<file path="src/rtl/display_pkg.sv">
// Shared display definitions for the keypad scanner and the display mux.
// Holds the digit and segment widths, the slot type, the blank pattern and the
// active-low {g,f,e,d,c,b,a} encoding table for the hex digits 0..F.
package display_pkg;

   localparam int unsigned DIGIT_W = 4;
   localparam int unsigned SEG_W   = 7;

   typedef enum logic {
      SLOT_RIGHT = 1'b0,
      SLOT_LEFT  = 1'b1
   } slot_t;

   localparam logic [SEG_W-1:0] SEG_BLANK = 7'b1111111;

   // Indexed by the hex value; a segment is lit when its bit is 0.
   localparam logic [SEG_W-1:0] SEG_CODES [16] = '{
      7'b1000000,  // 0
      7'b1111001,  // 1
      7'b0100100,  // 2
      7'b0110000,  // 3
      7'b0011001,  // 4
      7'b0010010,  // 5
      7'b0000010,  // 6
      7'b1111000,  // 7
      7'b0000000,  // 8
      7'b0010000,  // 9
      7'b0001000,  // A
      7'b0000011,  // b
      7'b1000110,  // C
      7'b0100001,  // d
      7'b0000110,  // E
      7'b0001110   // F
   };

endpackage

</file>
<file path="src/rtl/keypad_display_if.sv">
// Bundle between the keypad producer and the display consumer.
//   digit, valid_key : key value and one-cycle capture strobe (producer -> display)
//   seg              : active-low segment bus {g,f,e,d,c,b,a}
//   an_left_n/right_n: active-low anode enables
//   num_keys         : saturating count of captured keys (0..2)
// master = keypad side, slave = display side.
interface keypad_display_if;
   import display_pkg::*;

   logic [DIGIT_W-1:0] digit;
   logic               valid_key;
   logic [SEG_W-1:0]   seg;
   logic               an_left_n;
   logic               an_right_n;
   logic [1:0]         num_keys;

   modport master (
      output digit, valid_key,
      input  seg, an_left_n, an_right_n, num_keys
   );

   modport slave (
      input  digit, valid_key,
      output seg, an_left_n, an_right_n, num_keys
   );

endinterface

</file>
<file path="src/rtl/seven_seg_decoder.sv">
// Combinational hex to active-low seven-segment decoder.
//   digit : 4-bit hex value
//   seg   : active-low segments {g,f,e,d,c,b,a}
module seven_seg_decoder
   import display_pkg::*;
(
   input  logic [DIGIT_W-1:0] digit,
   output logic [SEG_W-1:0]   seg
);

   assign seg = SEG_CODES[digit];

endmodule

</file>
<file path="src/rtl/keypad_display.sv">
// Two-digit keypad display: keeps the last two keys and time-multiplexes them
// onto a dual common-anode seven-segment display (newest key on the right).
//   clk, reset : system clock, synchronous active-low reset
//   bus        : slave side of keypad_display_if (digit/valid_key in,
//                seg/an_left_n/an_right_n/num_keys out, all outputs registered)
module keypad_display
   import display_pkg::*;
#(
   parameter logic [15:0] MUX_DIVIDER = 16'd20000,
   parameter logic [15:0] DEAD_CYCLES = 16'd2
) (
   input logic               clk,
   input logic               reset,
   keypad_display_if.slave   bus
);

   logic [15:0]        cnt_q, cnt_d;
   slot_t              slot_q, slot_d;
   logic [DIGIT_W-1:0] recent_q, recent_d, prev_q, prev_d;
   logic               recent_vld_q, recent_vld_d, prev_vld_q, prev_vld_d;
   logic [1:0]         num_keys_q, num_keys_d;
   logic [SEG_W-1:0]   seg_q, seg_d;
   logic               an_left_q, an_left_d, an_right_q, an_right_d;

   logic [DIGIT_W-1:0] mux_digit;
   logic               mux_vld;
   logic [SEG_W-1:0]   dec_seg;

   // State register, including the registered output stage.
   always_ff @(posedge clk) begin
      if (!reset) begin
         cnt_q        <= '0;
         slot_q       <= SLOT_RIGHT;
         recent_q     <= '0;
         prev_q       <= '0;
         recent_vld_q <= 1'b0;
         prev_vld_q   <= 1'b0;
         num_keys_q   <= 2'd0;
         seg_q        <= SEG_BLANK;
         an_left_q    <= 1'b1;
         an_right_q   <= 1'b1;
      end else begin
         cnt_q        <= cnt_d;
         slot_q       <= slot_d;
         recent_q     <= recent_d;
         prev_q       <= prev_d;
         recent_vld_q <= recent_vld_d;
         prev_vld_q   <= prev_vld_d;
         num_keys_q   <= num_keys_d;
         seg_q        <= seg_d;
         an_left_q    <= an_left_d;
         an_right_q   <= an_right_d;
      end
   end

   // Next state: mux timing and key capture are independent and may share an edge.
   always_comb begin
      cnt_d        = cnt_q + 16'd1;
      slot_d       = slot_q;
      recent_d     = recent_q;
      prev_d       = prev_q;
      recent_vld_d = recent_vld_q;
      prev_vld_d   = prev_vld_q;
      num_keys_d   = num_keys_q;

      if (cnt_q == MUX_DIVIDER - 16'd1) begin
         cnt_d  = '0;
         slot_d = (slot_q == SLOT_RIGHT) ? SLOT_LEFT : SLOT_RIGHT;
      end

      if (bus.valid_key) begin
         prev_d       = recent_q;
         prev_vld_d   = recent_vld_q;
         recent_d     = bus.digit;
         recent_vld_d = 1'b1;
         if (num_keys_q != 2'd2) begin
            num_keys_d = num_keys_q + 2'd1;
         end
      end
   end

   // Output decode from current state; registered above for one cycle of latency.
   always_comb begin
      mux_digit  = (slot_q == SLOT_LEFT) ? prev_q : recent_q;
      mux_vld    = (slot_q == SLOT_LEFT) ? prev_vld_q : recent_vld_q;
      seg_d      = mux_vld ? dec_seg : SEG_BLANK;
      an_left_d  = 1'b1;
      an_right_d = 1'b1;
      // Both anodes stay off for the first cycles of a slot to avoid ghosting.
      if (cnt_q >= DEAD_CYCLES) begin
         if (slot_q == SLOT_LEFT) begin
            an_left_d = 1'b0;
         end else begin
            an_right_d = 1'b0;
         end
      end
   end

   seven_seg_decoder u_decoder (
      .digit (mux_digit),
      .seg   (dec_seg)
   );

   assign bus.seg        = seg_q;
   assign bus.an_left_n  = an_left_q;
   assign bus.an_right_n = an_right_q;
   assign bus.num_keys   = num_keys_q;

endmodule

</file>
<file path="src/flat_wrapper.sv">
// flat-port wrapper written by rule: the top's interface ports become plain ports
module keypad_display_flat import display_pkg::*;
#(
   parameter logic [15:0] MUX_DIVIDER = 16'd20000,
   parameter logic [15:0] DEAD_CYCLES = 16'd2
)
  (clk, reset, bus_digit, bus_valid_key, bus_seg, bus_an_left_n, bus_an_right_n, bus_num_keys);
  keypad_display_if bus_i ();
  input logic clk;
  input logic reset;
  input wire logic [$bits(bus_i.digit)-1:0] bus_digit;
  input wire logic [$bits(bus_i.valid_key)-1:0] bus_valid_key;
  output wire logic [$bits(bus_i.seg)-1:0] bus_seg;
  output wire logic [$bits(bus_i.an_left_n)-1:0] bus_an_left_n;
  output wire logic [$bits(bus_i.an_right_n)-1:0] bus_an_right_n;
  output wire logic [$bits(bus_i.num_keys)-1:0] bus_num_keys;
  assign bus_i.digit = bus_digit;
  assign bus_i.valid_key = bus_valid_key;
  assign bus_seg = bus_i.seg;
  assign bus_an_left_n = bus_i.an_left_n;
  assign bus_an_right_n = bus_i.an_right_n;
  assign bus_num_keys = bus_i.num_keys;
  keypad_display #(.MUX_DIVIDER(MUX_DIVIDER), .DEAD_CYCLES(DEAD_CYCLES)) u_core (.clk(clk), .reset(reset), .bus(bus_i));
endmodule
</file>
<file path="config.mk">
export PLATFORM = sky130hd
export DESIGN_NAME = keypad_display_flat
export DESIGN_NICKNAME = d
export VERILOG_FILES = /design/src/rtl/display_pkg.sv /design/src/rtl/keypad_display_if.sv /design/src/rtl/seven_seg_decoder.sv /design/src/rtl/keypad_display.sv /design/src/flat_wrapper.sv
export SDC_FILE = /design/constraint.sdc
export NUM_CORES = 1
export LEC_CHECK = 0
export ABC_CLOCK_PERIOD_IN_PS = 2029
export CAP_MARGIN = 10
export CORE_ASPECT_RATIO = 1.75
export CORE_MARGIN = 5
export CORE_UTILIZATION = 53
export CTS_BUF_LIST = sky130_fd_sc_hd__clkbuf_4 sky130_fd_sc_hd__clkbuf_8
export DETAILED_ROUTE_END_ITERATION = 10
export PLACE_DENSITY = 0.78
export SLEW_MARGIN = 0
export SYNTH_ARGS = -nofsm -noshare
export SYNTH_HDL_FRONTEND = slang
export SYNTH_HIERARCHICAL = 1
export SYNTH_SLANG_ARGS = --single-unit
</file>
<file path="constraint.sdc">
create_clock -name clk -period 2.03 [get_ports clk]
set_clock_uncertainty 0.15 [all_clocks]
set_input_delay 0.406 -clock clk [delete_from_list [all_inputs] [get_ports clk]]
set_output_delay 0.406 -clock clk [all_outputs]
set_load 0.005 [all_outputs]
</file>
==> Word level (Yosys, flattened, before mapping) <==
Memories as Yosys holds them, arrays and structs flattened. A register that Yosys moved wholly into a read port is not among the register bits.
Index checks and enable logic that the tools add are counted.
{ "classes": {"n_addsub": 2, "bitwise": 2, "order_cmp": 1, "n_mux": 4, "reduce_logical": 5, "eq_ne": 2} }
{ "ops": {"columns": ["op", "count"], "rows": [
  ["16-bit by 1-bit adder with 16-bit output (second input constant)", 1],
  ["16-bit by 15-bit == test with 1-bit output (second input constant)", 1],
  ["16-bit by 2-bit >= comparator with 1-bit output (second input constant)", 1],
  ["2-bit AND reduction", 3],
  ["4-bit inverter with 5-bit output", 1],
  ["4-bit two-way mux", 1],
  ["1-bit two-way mux", 3],
  ["2-bit by 1-bit adder with 2-bit output (second input constant)", 1],
  ["2-bit inequality test (second input constant)", 1],
  ["2-bit OR reduction", 1],
  ["1-bit logical NOT", 1],
  ["1-bit inverter", 1]
]} }
{ "word_totals": {"regBits": 31, "mem_count": 1, "output_inout_bits": 11, "wordCells": 26, "romBits": 112} }
{ "memory_table": {"columns": ["memory", "words", "word_bits", "read_ports", "rd_ports_with_merged_regs", "write_ports", "line_no", "text"], "rows": [
  ["(name not given)", 16, 7, 1, 1, 0, "seven_seg_decoder.sv:11", "assign seg = SEG_CODES[digit];"]
]} }

==> Depth between registers and ports, before layout <==
Gate-level depths: netlist of the first run.
{ "logic_depth": {"ltp_word": 3, "mapped_depth": 8, "ltp_nobuf": 7} }

==> By module <==
The synthesis of the first run kept the hierarchy.
{ "by_module_without_submodules": {"columns": ["module", "cells_each", "area_each_um2", "n_inst"], "rows": [
  ["keypad_display", 154, 1541.5, 1],
  ["seven_seg_decoder", 36, 264.0, 1]
]} }

==> Worst setup path after synthesis of the first run <==
OpenSTA, ideal clock, no wires.
{ "synth_path": {"path_type": "register -> register", "from": "register u_core.slot_q", "to": "register u_core.seg_q[3] (netlist: u_core/bus.seg[3])", "setup_slack_ns": -0.055, "required_time_ns": 1.757, "synth_period_minus_slack_ns": 2.085, "t_arrival_ns": 1.811, "stages_incl_launch_ff": 8, "cell_sequence": "dfxtp_1 clkbuf_1 mux2_2 ha_1 or2_1 a21oi_1 a31oi_1 or2_2"} }
{ "synth_between": {"elab_cells_between_ends": 5, "cone_classes": "mux (2); bitwise (1); reduce/logical (2)"} }
{ "synth_lines": {"columns": ["item", "line_no", "text"], "rows": [
  ["from (decl)", "keypad_display.sv:18", "slot_t slot_q, slot_d;"],
  ["from (signal assigned)", "keypad_display.sv:44", "slot_q <= slot_d;"],
  ["4-bit two-way mux", "keypad_display.sv:84", "mux_digit = (slot_q == SLOT_LEFT) ? prev_q : recent_q;"],
  ["named net u_core.mux_digit[0]", "keypad_display.sv:25", "logic [DIGIT_W-1:0] mux_digit;"],
  ["4-bit inverter with 5-bit output (not written as such)", "seven_seg_decoder.sv:11", null],
  ["to (decl)", "keypad_display.sv:22", "logic [SEG_W-1:0] seg_q, seg_d;"]
]} }
The timed path passes the listed nets, and every way through them passes these cells.
A chain may end at the register's enable or synchronous reset.

==> Final worst setup path of the first run <==
Same ends and word-level chain as after synthesis.

==> results of run 1 <==
## cell usage after synthesis (2+ instances only)
master     n  area share (%)
xor2_1     5             2.4
buf_6      2             1.2
xnor2_1    9             4.4
ha_1      10             6.9
nor4_1     4             1.4
o211ai_1   2            0.83
o21ai_1    5             1.4
mux2_2     5             3.1
nand2b_1   3             1.0
nor3_1     5             1.4
o21a_1     3             1.2
nand2_1   11             2.3
nand3_1    7             1.9
mux2i_1   10             5.5
or2_2      7             2.4
clkbuf_1   3            0.62
dfxtp_1   38              42
a21oi_1    2            0.55
or3_1      2            0.69
nor2_1    16             3.3
nor2b_1   10             3.5
nand4_1    6             2.1
inv_1      6             1.2
o21ai_2    2            0.97
## flip-flops by register name, indices dropped and copies added, names as in the netlist
name,count
u_core/bus.an_left_n,1
u_core/bus.an_right_n,1
u_core/bus.num_keys,2
u_core/bus.seg,7
u_core/cnt_q,16
u_core/prev_q,4
u_core/prev_vld_q,1
u_core/recent_q,4
u_core/recent_vld_q,1
u_core/slot_q,1
## final timing paths
kind         slack (ns)           endpoint  depth (start not counted)             from
max reg2reg        0.07  u_core/bus.seg[3]                          7    u_core/slot_q
max                0.07  u_core/bus.seg[3]                          7    u_core/slot_q
min                0.33    u_core/cnt_q[0]                          1  u_core/cnt_q[0]
min reg2reg        0.33    u_core/cnt_q[0]                          1  u_core/cnt_q[0]
## logic make-up after synthesis
family,after synthesis,share of synthesized area (%)
flip-flops,38,42.13
buffers and inverters,14,4.019
AND/OR/NAND/NOR,79,23.91
XOR/XNOR,14,6.792
multiplexers,16,9.286
adder cells (fa/ha/maj),10,6.930
AO/OA/AOI/OAI,19,6.930
## stage by stage
step / std cells / total power (W)
floorplan: 190 / 0.0009303
global placement: 252 / 0.0009919
detailed placement: 252 / 0.001001
CTS: 260 / 0.001655
global route: 260 / 0.001717
finish: 260 / 0.001638
## timing repair
item	in CTS	in global routing
pin swaps	0	0
gates resized for setup	1	1
setup endpoints to repair	1	1
## routing by layer
layer	GRT usage (%)	vias up	share of wire [%]
met2	30.10	42	56
met4	9.297	0	2.1
met5	0	-	0
met1	16.22	656	37
li1	-	698	-
met3	4.974	14	4.5
## worst max-delay path, delay by kind of cell (launching register included)
kind,cells,cell delay (ns)
buffers and inverters,1,0.11
flip-flops,1,0.35
AND/OR/NAND/NOR,2,0.52
multiplexers,1,0.31
adder cells (fa/ha/maj),1,0.20
AO/OA/AOI/OAI,2,0.21
## power by group
group	switching, W	internal, W
Sequential	0.0000179	0.000776
Clock	0.000261	0.000394
Combinational	0.0000849	0.000104
Total	0.000364	0.00127
## final cells by class
class                   count  area, sq um  area share (%)
clock inverters             1        30.03           1.392
repair buffers             24        222.7           10.32
multi-input cells         138        975.9           45.24
well taps                  45        56.30           2.610
clock buffers               7        83.83           3.886
inverters                   7        26.28           1.218
flip-flops and latches     38        762.0           35.32
==> flow_metrics.py, run 1 <==
metrics = {
    "yosys": {
        "synth.yosys.seq_area_share_pct": 42.13,
        "ys_types": 41,
        "ys_warn_count": 6,
        "synth_seq_cells": 38,
        "synth_fp_nets": 207,
        "syn-cell-area_sq_um": 1805,
        "yosys_most_used_dff": "dfxtp_1",
        "synthArstFlopShare_pct": 0,
        "synth_cells": 190,
        "synth.avg_cell_area_sq_um": 9.503,
        "synth_edf_count": 0,
    },
    "cts": {
        "clockRootBuffer": "clkbuf_8",
        "insertion_delay_ns": 0.29,
        "path_clk_slew_ns": 0.08,
        "cts_buffers": 5,
        "cts-hold-fix-buffers": 0,
        "cts_tree": "yes",
        "clockBufferDepth": 2,
        "clock-sinks": 38,
        "post-cts-setup-buffer-count": 0,
        "cts-htree-levels": 2,
    },
    "finish": {
        "mostFrequentLayoutCells": "dfxtp_1, clkdlybuf4s50_1, nor2_1, nand2_1",
        "diodes": 0,
        "final_common_cell": "dfxtp_1",
        "area_growth_pct": 19.47,
        "nets": 231,
        "final_util_pct": 64.81,
        "final_area_sq_um": 2157,
        "fill_cells": 278,
        "layout-drive-gt1-share_pct": 16.74,
    },
    "pwr": {
        "powerDensity_nw_per_um2": 759.3,
        "power.leakage_nw": 0.8340,
        "max-vdd-ir-drop_mv": 0.7326,
    },
    "detailed_routing": {
        "vias": 1410,
        "routedWlPerCell_um": 12.78,
        "via_per_inst": 5.423,
        "firstDrtPassIters": 4,
        "ant_nets": 0,
        "drtIter0Drc": 47,
        "drt_wl_total_mm": 3.324,
        "remaining_drc_errors": 0,
    },
    "floorplanning": {
        "rows": 28,
        "core_sq_um": 3328,
        "die_w_um": 54.12,
        "die-area_sq_um": 4720,
        "io_pins": 18,
        "start_util_pct": 54.25,
        "die_h_um": 87.21,
    },
    "global_routing": {
        "grt_remaining_overflow": 0,
        "grt_max_degree": 17,
        "grt_pass1_vias": 1428,
        "antenna_found_initial": 0,
        "grtUsageTotal_pct": 16.85,
        "grt_pass1_wl_mm": 5.892,
    },
    "timing": {
        "finalCritPeriodShare_pct": 96.74,
        "finalWorstSetupSlack_ns": 0.06624,
        "finalHoldViolCount": 0,
        "period_needed_ns": 1.964,
        "timing.fmax_ghz": 0.5092,
        "finalSetupViolations": 0,
        "fin_hold_ws_ns": 0.3325,
        "drv_slew": 0,
        "grt_setup_unrepaired": "false",
        "finalSetupTns_ns": 0,
        "slew_headroom_pct": 75.61,
        "max_slew.worst_pin.slew_ns": 0.3626,
    },
    "placement": {
        "place_ws_ns": 0.003103,
        "gp_congestion": 0.8682,
        "port_buffers": 17,
        "placed_area_sq_um": 2038,
        "dpl.hpwl_mm": 2.563,
    },
    "job": {
        "cap_violations": 0,
    },
    "setup_path": {
        "cp.arrival_ns": 2.00,
        "cpMaxStageDelayCell": "dfxtp_2",
        "required_ns": 2.07,
        "cp-end-kind": "register",
        "slowest_delay_ns": 0.35,
        "start_kind": "register",
        "cp_max_fo": 6,
        "path_class": "reg2reg",
        "crit_chain": "mux2_2 > inv_1 > ha_1 > or2_1 > a21oi_1 > a31oi_1 > or2_2",
    },
    "min_path": {
        "hold_path.class": "reg2reg",
    },
    "outcome": {
        "status": "completed",
    },
}
No activity file was read; power rests on OpenSTA's default activity.
==> run 2: changes to the inputs <==
GPL_TIMING_DRIVEN = 0   (was default)
==> run 2 against run 1 <==
Compared with the run above: global-route usage grew 1.3 points; die area is the same; via count shrank 1.3%; hold slack gained 0.0028 ns; register-to-register slack is essentially flat; worst setup slack lost 0.013 ns; wire length grew 9.8%; critical path type unchanged; highest routed layer unchanged.
==> flow_metrics.py, run 2 (synthesis gave the netlist of run 1 again) <==
metrics = {
    "setup_path": {
        "cp_max_fo": 8,
        "cp_top_family": "simple AND/OR/NAND/NOR gates",
        "cpMaxStageDelayCell": "dfxtp_2",
        "path_buf_inv": 1,
        "start_kind": "register",
        "worst-path-stages": 7,
        "critPathLaunch": "u_core/slot_q",
        "ff2ff_setup_slack_ns": 0.05,
        "cp-end-kind": "register",
        "r2r_cells": 7,
        "r2r_end": "u_core/bus.seg[3]",
        "slowest_delay_ns": 0.34,
        "critPathCapture": "u_core/bus.seg[3]",
        "crit_chain": "buf_8 > mux2_4 > ha_2 > or2_4 > a21oi_2 > a31oi_1 > or2_2",
        "timing.rr.start": "u_core/slot_q",
        "path_class": "reg2reg",
        "required_ns": 2.06,
        "cp.arrival_ns": 2.01,
    },
    "floorplanning": {
        "rows": 28,
        "die_h_um": 87.21,
        "die_w_um": 54.12,
        "core_sq_um": 3328,
        "start_util_pct": 54.25,
        "io_pins": 18,
        "die-area_sq_um": 4720,
    },
    "finish": {
        "final_util_pct": 66.50,
        "nets": 235,
        "final_common_cell": "dfxtp_1",
        "regMostFlops": "u_core/cnt_q",
        "area_growth_pct": 22.59,
        "fill_cells": 269,
        "largest_reg_flops": 16,
        "mostFrequentLayoutCells": "dfxtp_1, clkdlybuf4s50_1, nor2_1, nand2_1",
        "diodes": 0,
        "fin_cells": 264,
        "layout-drive-gt1-share_pct": 19.18,
    },
    "outcome": {
        "status": "completed",
    },
    "detailed_routing": {
        "drtIter0Drc": 39,
        "routedWlPerCell_um": 13.83,
        "remaining_drc_errors": 0,
        "ant_nets": 0,
        "via_per_inst": 5.273,
        "drt_wl_total_mm": 3.651,
        "vias": 1392,
        "firstDrtPassIters": 4,
    },
    "cts": {
        "cts_buffers": 5,
        "clockRootBuffer": "clkbuf_8",
        "path_clk_slew_ns": 0.07,
        "clockBufferDepth": 2,
        "insertion_delay_ns": 0.29,
        "clock-sinks": 38,
        "cts_tree": "yes",
        "cts-htree-levels": 2,
        "cts-hold-fix-buffers": 0,
    },
    "timing": {
        "max_slew.worst_pin.slew_ns": 0.6715,
        "finalSetupViolations": 0,
        "period_needed_ns": 1.976,
        "drv_slew": 0,
        "fin_hold_ws_ns": 0.3352,
        "slew_headroom_pct": 55.23,
        "timing.fmax_ghz": 0.5060,
        "finalCritPeriodShare_pct": 97.35,
        "finalHoldViolCount": 0,
        "finalSetupTns_ns": 0,
    },
    "pwr": {
        "power.leakage_nw": 0.8533,
        "max-vdd-ir-drop_mv": 0.6973,
        "powerDensity_nw_per_um2": 733.7,
    },
    "global_routing": {
        "grt_pass1_vias": 1418,
        "grtUsageTotal_pct": 18.14,
        "grt_remaining_overflow": 0,
        "grt_pass1_wl_mm": 6.099,
        "grt_max_degree": 13,
        "antenna_found_initial": 0,
    },
    "job": {
        "cap_violations": 0,
    },
    "placement": {
        "gp_congestion": 0.8396,
        "dp.cells": 252,
        "dpl.hpwl_mm": 2.655,
        "port_buffers": 17,
    },
    "min_path": {
        "hold_path_depth": 1,
        "hold_path.class": "reg2reg",
    },
}
## run 2: cell types whose count changed in the layout (fill, tap and decap cells not counted), moves of 2 or more
cell / delta
buf_4: -2
clkinv_2: +2
buf_6: +2
clkbuf_1: +2
## run 2: what timing repair did
action                                  in CTS  in global routing
setup buffers                                1                  3
endpoints found under the setup margin      14                 13
gates resized for setup                      6                  6
endpoints found under the hold margin        0                  0
pin swaps                                    1                  2
## run 2: final cells by class
class / instances / area, sq um / area share, %
flip-flops and latches: 38 / 762.0 / 34.43
clock buffers: 5 / 68.82 / 3.109
clock inverters: 3 / 40.04 / 1.809
multi-input cells: 138 / 999.7 / 45.17
plain buffers: 7 / 60.06 / 2.713
well taps: 45 / 56.30 / 2.544
repair buffers: 21 / 200.2 / 9.045
inverters: 7 / 26.28 / 1.187
## run 2: through the flow
step                      instance area [sq um]  total power [W]  setup slack, ns
after floorplan                            1807        0.0009303          0.04337
final                                      2213         0.001624          0.05372
after detailed placement                   2033         0.001004          -0.1694
after CTS                                  2177         0.001631          0.01052
after global placement                     2033        0.0009927          -0.1111
after global routing                       2213         0.001709         -0.01060
## run 2: worst min-delay path by stage
| stage | to | slack, ns | from |
|---|---|---|---|
| CTS | u_core/cnt_q[0] | 0.34 | u_core/cnt_q[0] |
| finish | u_core/cnt_q[0] | 0.34 | u_core/cnt_q[0] |
| global placement | u_core/recent_vld_q | 0.30 | u_core/recent_vld_q |
| detailed placement | u_core/cnt_q[0] | 0.33 | u_core/cnt_q[0] |
| floorplan | u_core/cnt_q[0] | 0.29 | u_core/cnt_q[0] |
| global route | u_core/cnt_q[15] | 0.36 | u_core/cnt_q[15] |
## run 2: worst register-to-register path, delay by kind of cell, from the launching register on
| family | cells | cell delay, ns |
|---|---|---|
| buffers and inverters | 1 | 0.12 |
| multiplexers | 1 | 0.34 |
| adder cells (fa/ha/maj) | 1 | 0.19 |
| AND/OR/NAND/NOR | 2 | 0.55 |
| flip-flops | 1 | 0.34 |
| AO/OA/AOI/OAI | 2 | 0.17 |
## run 2: metal layers
metal  global-route usage, %  wire length, um
met3                   4.117              127
met5                       0                0
met2                   35.22             2137
met4                   9.070               78
met1                   15.89             1307
## run 2: power by group
| group | leakage [nW] | switching (W) | internal (W) | total, W |
|---|---|---|---|---|
| Sequential | 0.311 | 0.0000177 | 0.000776 | 0.000794 |
| Clock | 0.0579 | 0.000262 | 0.000361 | 0.000624 |
| Combinational | 0.485 | 0.0000928 | 0.000113 | 0.000206 |
==> run 3: changes to the inputs <==
CAP_MARGIN = 20   (was 10)
SLEW_MARGIN = 20   (was 0)
==> results of run 3 <==
The final DEF is identical to that of run 2; final timing and power are the same.
